===== src/rtl/ethernet_mmio_arbiter_pkg.sv =====
// Shared types for the Ethernet MMIO arbiter: FSM states and the latched command layout.
package ethernet_mmio_arbiter_pkg;

  localparam int addr_width_c = 14;
  localparam int data_width_c = 32;
  localparam int size_width_c = 2;

  typedef enum logic [1:0] {
    e_idle,
    e_issue,
    e_rdata,
    e_resp
  } state_e;

  typedef struct packed {
    logic                    we;
    logic [addr_width_c-1:0] addr;
    logic [size_width_c-1:0] size;
    logic [data_width_c-1:0] data;
  } cmd_t;

endpackage


===== src/rtl/ethernet_mmio_arbiter_rr_picker.sv =====
// Rotate-priority picker: one-hot grant for the first valid requester at or after ptr, wrapping.
module ethernet_rr_picker #(
  parameter int num_req_p = 2,
  parameter int id_w      = $clog2(num_req_p)
) (
  input  logic [num_req_p-1:0] req_v,
  input  logic [id_w-1:0]      ptr,
  output logic [num_req_p-1:0] grant,
  output logic [id_w-1:0]      id,
  output logic                 any
);

  always_comb begin
    int              idx;
    logic [id_w-1:0] idx_w;
    grant = '0;
    id    = '0;
    any   = 1'b0;
    idx   = 0;
    idx_w = '0;
    for (int i = 0; i < num_req_p; i++) begin
      idx   = (int'(ptr) + i) % num_req_p;
      idx_w = id_w'(idx);
      if (!any && req_v[idx_w]) begin
        any          = 1'b1;
        grant[idx_w] = 1'b1;
        id           = idx_w;
      end
    end
  end

endmodule


===== src/rtl/ethernet_mmio_arbiter.sv =====
// Round-robin arbiter sharing the Ethernet controller's single MMIO port, one transaction in flight.
//   state   | meaning
//   e_idle  | waiting; grant and latch a request the cycle it is seen
//   e_issue | command on the MMIO pins for exactly one cycle
//   e_rdata | controller read data valid; capture it
//   e_resp  | response held to the owner until it accepts
module ethernet_mmio_arbiter
  import ethernet_mmio_arbiter_pkg::*;
#(
  parameter int num_req_p    = 2,
  parameter int data_width_p = data_width_c,
  parameter int addr_width_p = addr_width_c,
  parameter int size_width_p = size_width_c
) (
  input  logic                              clk_i,
  input  logic                              reset_n_i,
  input  logic [num_req_p-1:0]              req_v_i,
  output logic [num_req_p-1:0]              req_ready_o,
  input  logic [num_req_p-1:0]              req_we_i,
  input  logic [num_req_p*addr_width_p-1:0] req_addr_i,
  input  logic [num_req_p*size_width_p-1:0] req_size_i,
  input  logic [num_req_p*data_width_p-1:0] req_data_i,
  output logic [num_req_p-1:0]              resp_v_o,
  input  logic [num_req_p-1:0]              resp_ready_i,
  output logic [data_width_p-1:0]           resp_data_o,
  output logic [addr_width_p-1:0]           mmio_addr_o,
  output logic                              mmio_write_en_o,
  output logic                              mmio_read_en_o,
  output logic [size_width_p-1:0]           mmio_size_o,
  output logic [data_width_p-1:0]           mmio_wdata_o,
  input  logic [data_width_p-1:0]           mmio_rdata_i,
  output logic                              busy_o
);

  localparam int id_w = $clog2(num_req_p);

  if (addr_width_p != addr_width_c || data_width_p != data_width_c ||
      size_width_p != size_width_c) begin : g_bad_width
    $error("ethernet_mmio_arbiter: widths must match the package command layout");
  end
  if (num_req_p < 2 || num_req_p > 8) begin : g_bad_num_req
    $error("ethernet_mmio_arbiter: num_req_p must be 2..8");
  end

  state_e               state;
  cmd_t                 cmd;
  cmd_t                 next_cmd;
  logic                 write_en;
  logic                 read_en;
  logic                 busy;
  logic [num_req_p-1:0] resp_v;
  logic [data_width_p-1:0] resp_data;
  logic [id_w-1:0]      ptr;
  logic [id_w-1:0]      owner;
  logic [num_req_p-1:0] owner_onehot;
  logic [num_req_p-1:0] pick_grant;
  logic [id_w-1:0]      pick_id;
  logic                 pick_any;

  ethernet_rr_picker #(
    .num_req_p (num_req_p),
    .id_w      (id_w)
  ) u_picker (
    .req_v (req_v_i),
    .ptr   (ptr),
    .grant (pick_grant),
    .id    (pick_id),
    .any   (pick_any)
  );

  always_comb begin
    next_cmd = '0;
    for (int i = 0; i < num_req_p; i++) begin
      if (pick_id == id_w'(i)) begin
        next_cmd.we   = req_we_i[i];
        next_cmd.addr = req_addr_i[i*addr_width_p +: addr_width_p];
        next_cmd.size = req_size_i[i*size_width_p +: size_width_p];
        next_cmd.data = req_data_i[i*data_width_p +: data_width_p];
      end
    end
  end

  assign owner_onehot = {{(num_req_p-1){1'b0}}, 1'b1} << owner;

  // Gated by reset so a requester holding valid through reset never sees a ready.
  assign req_ready_o = (state == e_idle && reset_n_i) ? pick_grant : '0;

  always_ff @(posedge clk_i or negedge reset_n_i) begin
    if (!reset_n_i) begin
      state     <= e_idle;
      cmd       <= '0;
      write_en  <= 1'b0;
      read_en   <= 1'b0;
      busy      <= 1'b0;
      resp_v    <= '0;
      resp_data <= '0;
      ptr       <= '0;
      owner     <= '0;
    end else begin
      unique case (state)
        e_idle: begin
          if (pick_any) begin
            state    <= e_issue;
            owner    <= pick_id;
            cmd      <= next_cmd;
            write_en <= next_cmd.we;
            read_en  <= ~next_cmd.we;
            busy     <= 1'b1;
          end
        end
        e_issue: begin
          cmd      <= '0;
          write_en <= 1'b0;
          read_en  <= 1'b0;
          if (cmd.we) begin
            resp_data <= '0;
            resp_v    <= owner_onehot;
            state     <= e_resp;
          end else begin
            state <= e_rdata;
          end
        end
        e_rdata: begin
          resp_data <= mmio_rdata_i;
          resp_v    <= owner_onehot;
          state     <= e_resp;
        end
        e_resp: begin
          if (resp_ready_i[owner]) begin
            resp_v <= '0;
            busy   <= 1'b0;
            ptr    <= (owner == id_w'(num_req_p - 1)) ? '0 : owner + 1'b1;
            state  <= e_idle;
          end
        end
        default: state <= e_idle;
      endcase
    end
  end

  assign mmio_addr_o     = cmd.addr;
  assign mmio_size_o     = cmd.size;
  assign mmio_wdata_o    = cmd.data;
  assign mmio_write_en_o = write_en;
  assign mmio_read_en_o  = read_en;
  assign resp_v_o        = resp_v;
  assign resp_data_o     = resp_data;
  assign busy_o          = busy;

endmodule


===== config.mk =====
export PLATFORM = sky130hd
export DESIGN_NAME = ethernet_mmio_arbiter
export DESIGN_NICKNAME = d
export VERILOG_FILES = /design/src/rtl/ethernet_mmio_arbiter_pkg.sv /design/src/rtl/ethernet_mmio_arbiter_rr_picker.sv /design/src/rtl/ethernet_mmio_arbiter.sv
export SDC_FILE = /design/constraint.sdc
export NUM_CORES = 1
export LEC_CHECK = 0
export ABC_AREA = 1
export ABC_CLOCK_PERIOD_IN_PS = 2720
export CORE_MARGIN = 5
export CORE_UTILIZATION = 40
export CTS_BUF_LIST = sky130_fd_sc_hd__clkbuf_8 sky130_fd_sc_hd__clkbuf_16
export CTS_CLUSTER_DIAMETER = 200
export DETAILED_ROUTE_END_ITERATION = 8
export DONT_BUFFER_PORTS = 1
export GPL_ROUTABILITY_DRIVEN = 0
export HOLD_SLACK_MARGIN = 0.12
export PLACE_DENSITY = 0.52
export RECOVER_POWER = 25
export REMOVE_ABC_BUFFERS = 1
export SYNTH_ARGS = -nofsm -noshare
export SYNTH_HDL_FRONTEND = slang
export SYNTH_SLANG_ARGS = --single-unit

===== constraint.sdc =====
create_clock -name clk_i -period 2.72 [get_ports clk_i]
set_input_delay 0.408 -clock clk_i [delete_from_list [all_inputs] [get_ports clk_i]]
set_output_delay 0.408 -clock clk_i [all_outputs]
set_load 0.005 [all_outputs]

# [Word-level counts from Yosys, hierarchy flattened]
# Cells that the tools add are included.
[totals] regBits=90 latch_bits=0 ramBits=0 romBits=0 inputBits=136 out_inout_bits=87 memories=0
[classes] addsub=2 n_mul=0 div_mod_pow=0 n_lt_le_gt_ge=5 eq_ne=6 shifts=1 muxes=36 bitwise_logic=2 reduce_logical=17
[op_table] operator="$mux 49" n=2
[op_table] operator="$pmux 49 s2" n=1
[op_table] operator="$pmux 32 s2" n=1
[op_table] operator="$mux 32" n=1
[op_table] operator="$mux 1" n=18
[op_table] operator="$mux 2" n=6
[op_table] operator="$reduce_and 2->1" n=5
[op_table] operator="$pmux 2 s4" n=1
[op_table] operator="$lt 1x2->1 const B" n=3
[op_table] operator="$ne 2x2->1 const B" n=3
[op_table] operator="$pmux 1 s2" n=3
[op_table] operator="$pmux 2 s3" n=1
[op_table] operator="$reduce_and 3->1" n=2
[op_table] operator="$reduce_bool 2->1" n=3
[op_table] operator="$eq 2x2->1 const B" n=2
[op_table] operator="$logic_and 1x1->1" n=4
[op_table] operator="$reduce_bool 3->1" n=1
[op_table] operator="$add 1x1->1 const B" n=2
[op_table] operator="$demux 1 s1" n=2
[op_table] operator="$eq 2x1->1 const B" n=1
[op_table] operator="$ge 1x1->1 const B" n=2
[op_table] operator="$logic_not 2->1" n=1
[op_table] operator="$or 2x2->2" n=1
[op_table] operator="$shl 1x1->2 const A" n=1
[op_table] operator="2 further kinds" n=2

# [Longest topological paths before layout]
# Gate-level depths: netlist of the first run.
[depth] depth_word=10 depth_mapped=10

# [Modules after synthesis]
# Synthesis of the first run repeated with hierarchy kept, for this count alone.
[hier_totals] cells_unflattened=485 area_unflattened_um2=4276.6
[by_module_without_submodules] module="ethernet_mmio_arbiter" instances=1 cells_each=471 area_each_um2=4221.5 seq_area_each_um2=2227.1
[by_module_without_submodules] module="ethernet_rr_picker" instances=1 cells_each=14 area_each_um2=55.1 seq_area_each_um2=0.0

# [Worst setup path before layout of the first run]
# OpenSTA, ideal clock, no wires.
[synth_timing] path_type="flip-flop to output port" startpoint="reg state[0]" endpoint="out req_ready_o[0]" arrival_time_ns=1.148 required_time_ns=2.312 setup_slack_ns=1.164 stages_incl_launch_ff=5 cell_sequence="dfrtp_1 -> inv_1 -> ha_1 -> inv_1 -> nor4_1"
[synth_between] elab_chain_len=3
[synth_rtl] element="start, declared" line="ethernet_mmio_arbiter.sv:45" rtl="state_e state;"
[synth_rtl] element="start signal, assigned" line="ethernet_mmio_arbiter.sv:90" rtl="state <= e_idle;"
[synth_rtl] element="start signal, assigned" line="ethernet_mmio_arbiter.sv:103" rtl="state <= e_issue;"
[synth_rtl] element="start signal, assigned" line="ethernet_mmio_arbiter.sv:118" rtl="state <= e_resp;"
[synth_rtl] element="$logic_not 2->1" line="ethernet_mmio_arbiter.sv:86" rtl="assign req_ready_o = (state == e_idle && reset_n_i) ? pick_grant : '0;"
[synth_rtl] element="$logic_and 1x1->1" line="ethernet_mmio_arbiter.sv:86"
[synth_rtl] element="$mux 2" line="ethernet_mmio_arbiter.sv:86"
[synth_rtl] element="end, declared" line="ethernet_mmio_arbiter.sv:18" rtl="output logic [num_req_p-1:0] req_ready_o,"
# No other way between the ends.

# [Final worst setup path of the first run]
[layout_timing] startpoint="reg state[1]" endpoint="reg resp_data[7], in the netlist resp_data_o[7]"
[layout_between] elab_chain_len=3 elab_cells_between_ends=6 cone_classes="eq/ne: 3; mux: 1; reduce/logical: 2"
[layout_rtl] element="$eq 2x1->1 or $eq 2x2->1 (tied branches)" line="ethernet_mmio_arbiter.sv:100" rtl="unique case (state)"
[layout_rtl] element="$ne 2x2->1 (no source line) or $reduce_bool 2->1 (tied branches)"
[layout_rtl] element="$reduce_and 2->1 (no source line)"
[layout_rtl] element="end signal, assigned" line="ethernet_mmio_arbiter.sv:124" rtl="resp_data <= mmio_rdata_i;"
[layout_rtl] element="end, declared" line="ethernet_mmio_arbiter.sv:52" rtl="logic [data_width_p-1:0] resp_data;"
# Several ways; a longest one is shown, not always the timed one.
# A chain may end at the register's enable or synchronous reset.

==> results by group, run 1 <==
Logic synthesis
  • Most numerous cell in the Yosys netlist: nand2_1
  • Mapped cell area: 4550 um^2
  • Dominant cell type by area after synthesis: dfrtp_1
  • Mapped Cells: 598
  • Number of synthesized flops with an enable pin: 0
  • Register bit total from synthesis: 89
  • Area share of the largest cell type after synthesis: 48.9%
  • Netlist cell types: 24
  • Fraction of registers with async set/reset: 100%
  • Syn Area/Cell: 7.62 um^2
  • Post-synth top flop: dfrtp_1
  • Commonest cells in the netlist: nand2_1 (257), nand3_1 (95), dfrtp_1 (89)
  • Sequential cell area fraction in the yosys report: 48.9%
  • Top post-synthesis cells by area: dfrtp_1 (49%), nand2_1 (21%), nand3_1 (10%)
  • YS warnings: 0

Clock tree
  • Reg clk slew, reported paths: 0.07 ns
  • Num CTS Buffers: 9
  • Clock sinks: 89
  • Clk buf depth: 2
  • CTS H-tree depth: 3
  • Latest clock arrival within the worst-skew pair: 0.34 ns
  • Clk root buf: clkbuf_16
  • TritonCTS clock tree: built

Power
  • Sw Ratio: 44.2%
  • Leakage power: 2.46 nW
  • Clock network fraction of total power: 19.6%
  • Pwr dens: 1220 nW/um^2
  • Peak VDD IR: 666 uV
  • Switching power: 2.63 mW
  • Combinational share of power: 39.9%
  • Sequential share of power: 40.5%
  • Overall Power: 5.94 mW
  • Internal: 3.31 mW

STA
  • Tcrit/Tclk final: 82.6%
  • RSZ-0062 raised after global routing: no
  • Slew @ Worst Pin: 1.24 ns
  • Final worst path period need: 2.25 ns
  • Final Max Tran Viols: 0
  • Worst slew margin: 17.2%
  • Hold slack: 0.208 ns
  • Setup ws final: 0.473 ns
  • Final setup violation count: 0
  • Sum Neg Setup Slack: 0 ns
  • Final Hold Vio Count: 0
  • Peak Freq: 445 MHz
  • Skew final: 0.00672 ns

Global route
  • Initial antenna violation count: 0
  • Largest net degree at the start of global routing: 90
  • First-pass GRT wire length: 18700 um
  • Grt ovf: 0
  • Number of global-route vias before repair: 3536
  • Total GRT Usage: 17.7%

Detailed routing
  • Via density: 5.29
  • Via count: 3828
  • DRC: 0
  • Final ANT Viol Nets: 0
  • Drt wl/cell: 17.0 um
  • Final WL: 12300 um
  • Detailed Routing Iterations Pass 1: 4
  • DRT iter0 DRCs: 235

Floorplanning
  • Area of the core: 11300 um^2
  • DIE AREA: 13600 um^2
  • # IOs: 223
  • Initial Util: 40.4%
  • Chip width: 117 um
  • Row count: 39
  • DIE HEIGHT: 117 um

Cells and area
  • Layout cells sized above 1: 6.71%
  • Fill cells: 1182
  • Synthesis-to-layout area growth: 6.73%
  • Cell Count, Final, Fillers Out: 724
  • Final Instance Area: 4860 um^2
  • Post-Route Utilization: 43.1%
  • Final nets: 718
  • # diodes: 0

Setup path
  • Arrival @ worst endpoint: 2.48 ns
  • Slowest cell on crit path: nand2_1
  • CP Launch Type: flop
  • Critical path's most frequent cell: nand2_1
  • Worst-path maximum fanout: 18
  • CP Class: reg2reg
  • CP Capture Type: flop
  • Worst-path cell chain: inv_1 -> ha_2 -> inv_1 -> nand2_1 -> nand2_1 -> nand3_1 -> nand2_1
  • Slowest Stage Delay on Critical Path: 0.46 ns
  • WP data required: 2.95 ns

Placed design
  • Inst Count DP: 706
  • HPWL Detailed: 8650 um
  • Buffers on Ports: 0
  • Placed inst area: 4560 um^2
  • Worst slack at placement: 0.431 ns

Job
  • Max-cap check violation count: 0

Run status
  • Status: finished, final reports clean

Worst hold path
  • Hold Path Class: in2reg
## logic make-up after synthesis
logic type	after synthesis	synth area share (%)
flops	89	48.9
buf+inv	58	6.73
compound gates	78	8.65
simple gates	367	34.1
fa+ha+maj	6	1.65
## flip-flops by register name (all words and copies together) (netlist names)
name / count
busy_o: 1
mmio_addr_o: 14
mmio_read_en_o: 1
mmio_size_o: 2
mmio_wdata_o: 32
mmio_write_en_o: 1
owner: 1
ptr: 1
resp_data_o: 32
resp_v_o: 2
state: 2
## power by group through the flow
stage | Sequential [mW] | Clock [mW] | Combinational [mW]
final | 2.40 | 1.16 | 2.37
after CTS | 2.42 | 1.22 | 2.45
after floorplan | 2.25 | 0 | 1.75
after global placement | 2.45 | 0 | 2.34
after global routing | 2.47 | 1.27 | 2.80
after detailed placement | 2.44 | 0 | 2.40
## critical path, delay by kind of cell, from the launching register on
kind                     cells  cell delay, ns
adder cells (fa/ha/maj)      1            0.41
flip-flops                   1            0.41
buffers and inverters        2            0.27
AND/OR/NAND/NOR              4            1.04
## layout make-up
cell class,instances,area (um^2),share of cell area (%)
inverters,14,52.6,1.08
clock buffers,10,239,4.92
repair buffers,11,97.6,2.01
clock inverters,6,42.5,0.875
flip-flops and latches,89,2230,45.8
well taps,143,179,3.68
multi-input cells,451,2020,41.6
## what timing repair did
action | 4_1_cts | 5_1_grt
gates resized for setup | 0 | 0
endpoints found under the hold margin | 89 | 0
hold buffers | 2 | 0
buffers inserted | 0 | 0
## layout by cell type, fill, tap and decap left out, drive strengths merged, types with 2 or more instances in the layout
cell type / n
nand3: 96
ha: 6
clkinvlp: 2
clkinv: 3
a21oi: 50
o21ai: 26
buf: 9
inv: 15
nor2: 5
dfrtp: 89
nand2: 264
clkbuf: 11
## path summary, 6_finish.rpt
check | startpoint | end | slack, ns | depth (start not counted)
setup / recovery | state[1]$_DFFE_PN0P_ | resp_data_o[7]$_DFFE_PN0P_ | 0.47 | 7
hold / removal | mmio_rdata_i[31] | resp_data_o[31]$_DFFE_PN0P_ | 0.21 | 2
setup reg to reg | state[1]$_DFFE_PN0P_ | resp_data_o[7]$_DFFE_PN0P_ | 0.47 | 7
hold reg to reg | mmio_wdata_o[5]$_DFFE_PN0P_ | mmio_wdata_o[5]$_DFFE_PN0P_ | 0.51 | 2
max in group asynchronous | reset_n_i | resp_data_o[25]$_DFFE_PN0P_ | 1.02 | 2
min in group asynchronous | reset_n_i | mmio_wdata_o[22]$_DFFE_PN0P_ | 0.89 | 2
## routing by layer
layer	share of wire (%)	GRT usage, %	vias to the layer above	routed length (um)
met5	0	0	-	0
met4	2.4	7.42	0	292
met3	8.6	5.18	20	1050
met2	50	28.5	131	6130
met1	39	22.4	1786	4850
li1	-	-	1891	-
(Power assumes the default switching activity.)
==> inputs of run 2 (changes only) <==
--- a/config.mk
+++ b/config.mk
@@ -5,8 +5,8 @@
 export SDC_FILE = /design/constraint.sdc
 export NUM_CORES = 1
 export LEC_CHECK = 0
-export ABC_AREA = 1
-export ABC_CLOCK_PERIOD_IN_PS = 2720
+export ABC_AREA = 0
+export ABC_CLOCK_PERIOD_IN_PS = 2000
 export CORE_MARGIN = 5
 export CORE_UTILIZATION = 40
 export CTS_BUF_LIST = sky130_fd_sc_hd__clkbuf_8 sky130_fd_sc_hd__clkbuf_16
@@ -15,7 +15,7 @@
 export DONT_BUFFER_PORTS = 1
 export GPL_ROUTABILITY_DRIVEN = 0
 export HOLD_SLACK_MARGIN = 0.12
-export PLACE_DENSITY = 0.52
+export PLACE_DENSITY = 0.54
 export RECOVER_POWER = 25
 export REMOVE_ABC_BUFFERS = 1
 export SYNTH_ARGS = -nofsm -noshare
==> constraint.sdc (replaced) <==
create_clock -name clk_i -period 2 [get_ports clk_i]
set_input_delay 0.3 -clock clk_i [delete_from_list [all_inputs] [get_ports clk_i]]
set_output_delay 0.3 -clock clk_i [all_outputs]
set_load 0.005 [all_outputs]
==> run 2 against run 1 <==
Against the previous run:
- the run now ends with negative hold slack left
- critical path depth is the same
- first-iteration DRC count shrank 34%
- setup slack lost 0.35 ns
- hold slack lost 0.56 ns
- sequential power grew 30%
- cell count shrank 29%
- combinational power grew 13%
- die area shrank 12%
- fmax grew 20%
- largest cell class unchanged
- highest routed layer unchanged
==> results by group, run 2 <==
Cells and area
  • Final nets: 518 (-28%)
  • Layout cells sized above 1: 15.3% (+8.6 points)
  • Fill cells: 900 (-24%)
  • Area of the multi-input gates: 1630 um^2 (-20%)
  • Most common cell after layout, fill and taps aside: dfrtp_1
  • Synthesis-to-layout area growth: 20.4%
  • Sequential cell area: 2230 um^2 (about the same)
  • # diodes: 0 (unchanged)
  • Post-Route Utilization: 49.2% (+6.1 points)
  • Most frequent cells in the layout: dfrtp_1 (88), nand2_1 (53), mux2i_1 (50), dlygate4sd3_1 (44), a22o_1 (33)

Detailed routing
  • Via density: 5.30 (+0.21%)
  • DRC: 0 (unchanged)
  • Drt wl/cell: 19.9 um (+17%)
  • Detailed Routing Iterations Pass 1: 4 (unchanged)
  • Final WL: 10200 um (-17%)
  • Via count: 2718 (-29%)
  • DRT iter0 DRCs: 154 (-34%)
  • Final ANT Viol Nets: 0 (unchanged)

Logic synthesis
  • Post-synth top flop: dfrtp_1
  • Top post-synthesis cells by area: dfrtp_1 (56%), mux2i_1 (13%), a22o_1 (7.3%)
  • Dominant cell type by area after synthesis: dfrtp_1
  • Sequential cell area fraction in the yosys report: 56.0% (+7.1 points)
  • Fraction of registers with async set/reset: 100% (unchanged)
  • Register bit total from synthesis: 89 (unchanged)
  • Mapped cell area: 3980 um^2 (-13%)
  • Number of synthesized flops with an enable pin: 0 (unchanged)
  • Netlist cell types: 29 (+21%)
  • Syn Area/Cell: 12.0 um^2 (+57%)
  • YS warnings: 0 (unchanged)
  • Area share of the largest cell type after synthesis: 56.0% (+7.1 points)
  • Most numerous cell in the Yosys netlist: dfrtp_1
  • Mapped Cells: 332 (-44%)
  • Commonest cells in the netlist: dfrtp_1 (89), nand2_1 (53), mux2i_1 (51)

Power
  • Overall Power: 6.85 mW (+15%)
  • Sequential share of power: 45.5% (+5.0 points)
  • Pwr dens: 1430 nW/um^2 (+17%)
  • Switching power: 2.59 mW (-1.5%)
  • Clock network fraction of total power: 15.3% (-4.3 points)
  • Leakage power: 2.25 nW (-8.7%)
  • Internal: 4.26 mW (+29%)
  • Peak VDD IR: 486 uV (-27%)
  • Sw Ratio: 37.8% (-6.5 points)
  • Combinational share of power: 39.2% (-0.7 points)

STA
  • Slew @ Worst Pin: 0.472 ns (-0.770 ns)
  • Worst slew margin: 68.4% (+51 points)
  • Final worst path period need: 1.88 ns (-0.370 ns)
  • Peak Freq: 533 MHz (+20%)
  • RSZ-0062 raised after global routing: no
  • Final setup violation count: 0 (unchanged)
  • Skew final: 0.00638 ns (-0.000339 ns)
  • Final Hold Vio Count: 89 (+89)
  • Hold slack: -0.356 ns (-0.564 ns)
  • Tcrit/Tclk final: 93.8% (+11 points)
  • Final Max Tran Viols: 0 (unchanged)

Floorplanning
  • Chip width: 110 um (-6.0%)
  • Area of the core: 9730 um^2 (-14%)
  • Row count: 36 (-7.7%)
  • # IOs: 223 (unchanged)
  • Initial Util: 40.9% (+0.50 points)
  • DIE AREA: 12000 um^2 (-12%)
  • DIE HEIGHT: 110 um (-6.0%)

Clock tree
  • Clk root buf: clkbuf_8
  • CTS H-tree depth: 3 (unchanged)
  • Reg clk slew, reported paths: 0.09 ns (+0.02 ns)
  • CTS Hold Bufs: 44 (+42)
  • Latest clock arrival within the worst-skew pair: 0.35 ns (about the same)
  • TritonCTS clock tree: built
  • Clk buf depth: 2 (unchanged)
  • Num CTS Buffers: 9 (unchanged)
  • Clock sinks: 89 (unchanged)

Placed design
  • HPWL Detailed: 7220 um (-16%)
  • Buffers on Ports: 0 (unchanged)

Setup path
  • Worst reg2reg startpoint: state[1]$_DFFE_PN0P_
  • Arrival @ worst endpoint: 2.13 ns (-0.35 ns)
  • Slowest cell on crit path: dfrtp_2
  • CP delay by family, top: simple AND/OR/NAND/NOR gates
  • Worst setup path start: state[1]$_DFFE_PN0P_
  • CP Capture Type: flop
  • Worst-path cell chain: inv_1 -> ha_2 -> nor3b_4 -> buf_4 -> or3_4 -> buf_12 -> o21ai_0
  • Buffers and inverters on the worst path: 3 (+1)
  • WP data required: 2.25 ns (-0.70 ns)
  • CP Launch Type: flop
  • CP Class: reg2reg
  • Worst-path maximum fanout: 29 (+11)
  • Slowest Stage Delay on Critical Path: 0.40 ns (-0.06 ns)

Global route
  • Grt ovf: 0 (unchanged)
  • Total GRT Usage: 16.5% (-1.2 points)
  • Number of global-route vias before repair: 2884 (-18%)
  • Largest net degree at the start of global routing: 91 (+1.1%)
  • Initial antenna violation count: 0 (unchanged)
  • First-pass GRT wire length: 15100 um (-19%)

Worst hold path
  • Hold Path Class: in2async

Run status
  • Status: finished, violations left
  • Failing checks: negative hold slack

Job
  • Max-cap check violation count: 0 (unchanged)
## run 2: cell count changes in the layout (fill, tap and decap cells not counted), moves of 4 or more
cell / delta
dlygate4sd3_1: +43
clkbuf_16: -9
buf_4: -4
o21ai_2: +20
clkbuf_8: +9
inv_1: -6
nand3_1: -95
a21oi_1: -48
buf_12: +5
a22o_1: +33
nand2_2: -5
mux2i_1: +50
nand2_1: -204
## run 2: what timing repair did
| action | in CTS | in global routing |
|---|---|---|
| gates resized for setup | 0 | 3 |
| endpoints found under the setup margin | 0 | 47 |
| hold endpoints to repair | 129 | 89 |
| setup buffers | 0 | 3 |
## run 2: final timing paths
| path | cells after the start | slack, ns | endpoint |
|---|---|---|---|
| min in group clk_i | 2 | 0.14 | mmio_wdata_o[21]$_DFFE_PN0P_ |
| worst max-delay path | 7 | 0.12 | mmio_wdata_o[16]$_DFFE_PN0P_ |
| worst max register to register | 7 | 0.12 | mmio_wdata_o[16]$_DFFE_PN0P_ |
| worst min-delay path | 0 | -0.36 | busy_o$_DFFE_PN0P_ |
| worst min register to register | 2 | 0.52 | mmio_size_o[0]$_DFFE_PN0P_ |
| max in group asynchronous | 0 | 2.22 | mmio_wdata_o[11]$_DFFE_PN0P_ |
## run 2: cell families after synthesis
kind of cell | count (synthesis) | synth area share [%]
AO/OA/AOI/OAI | 95 | 18.2
adder cells (fa/ha/maj) | 6 | 1.89
buffers and inverters | 26 | 3.77
flip-flops | 89 | 56.0
multiplexers | 54 | 13.7
AND/OR/NAND/NOR | 62 | 6.54
## run 2: power by group through the flow
stage                     combinational [mW]  sequential, mW  clock [mW]
after floorplan                         1.81            2.94           0
after global placement                  2.53            3.17           0
after detailed placement                2.61            3.17           0
after CTS                               2.68            3.15        1.11
after global routing                    2.98            3.23        1.18
final                                   2.68            3.12        1.05
## run 2: layout make-up
class / count / share of cell area (%)
repair buffers: 54 / 12.3
clock buffers: 10 / 2.87
flip-flops and latches: 89 / 46.5
clock inverters: 5 / 0.496
multi-input cells: 217 / 33.9
inverters: 5 / 0.392
well taps: 133 / 3.47
## run 2: per-layer routing
metal	vias up	part of all wire (%)	routed length (um)	global-route usage, %
met3	10	12	1190	6.05
li1	1272	-	-	-
met4	0	1.4	139	6.41
met1	1277	39	4030	19.6
met2	159	48	4850	27.2
met5	-	0	0	0
## run 2: stage by stage
stage | hold WS, ns | setup TNS (ns) | instance area (um^2) | cells | worst slack, ns
after CTS | -0.383 | 0 | 4760 | 510 | 0.0254
after global placement | 0.00674 | 0 | 4160 | 451 | 0.133
after floorplan | 0.00441 | -22.51 | 3850 | 311 | -0.501
after detailed placement | 0.00658 | 0 | 4160 | 451 | 0.0392
final | -0.356 | 0 | 4790 | 513 | 0.123
after global routing | -0.392 | 0 | 4790 | 513 | 0.0201
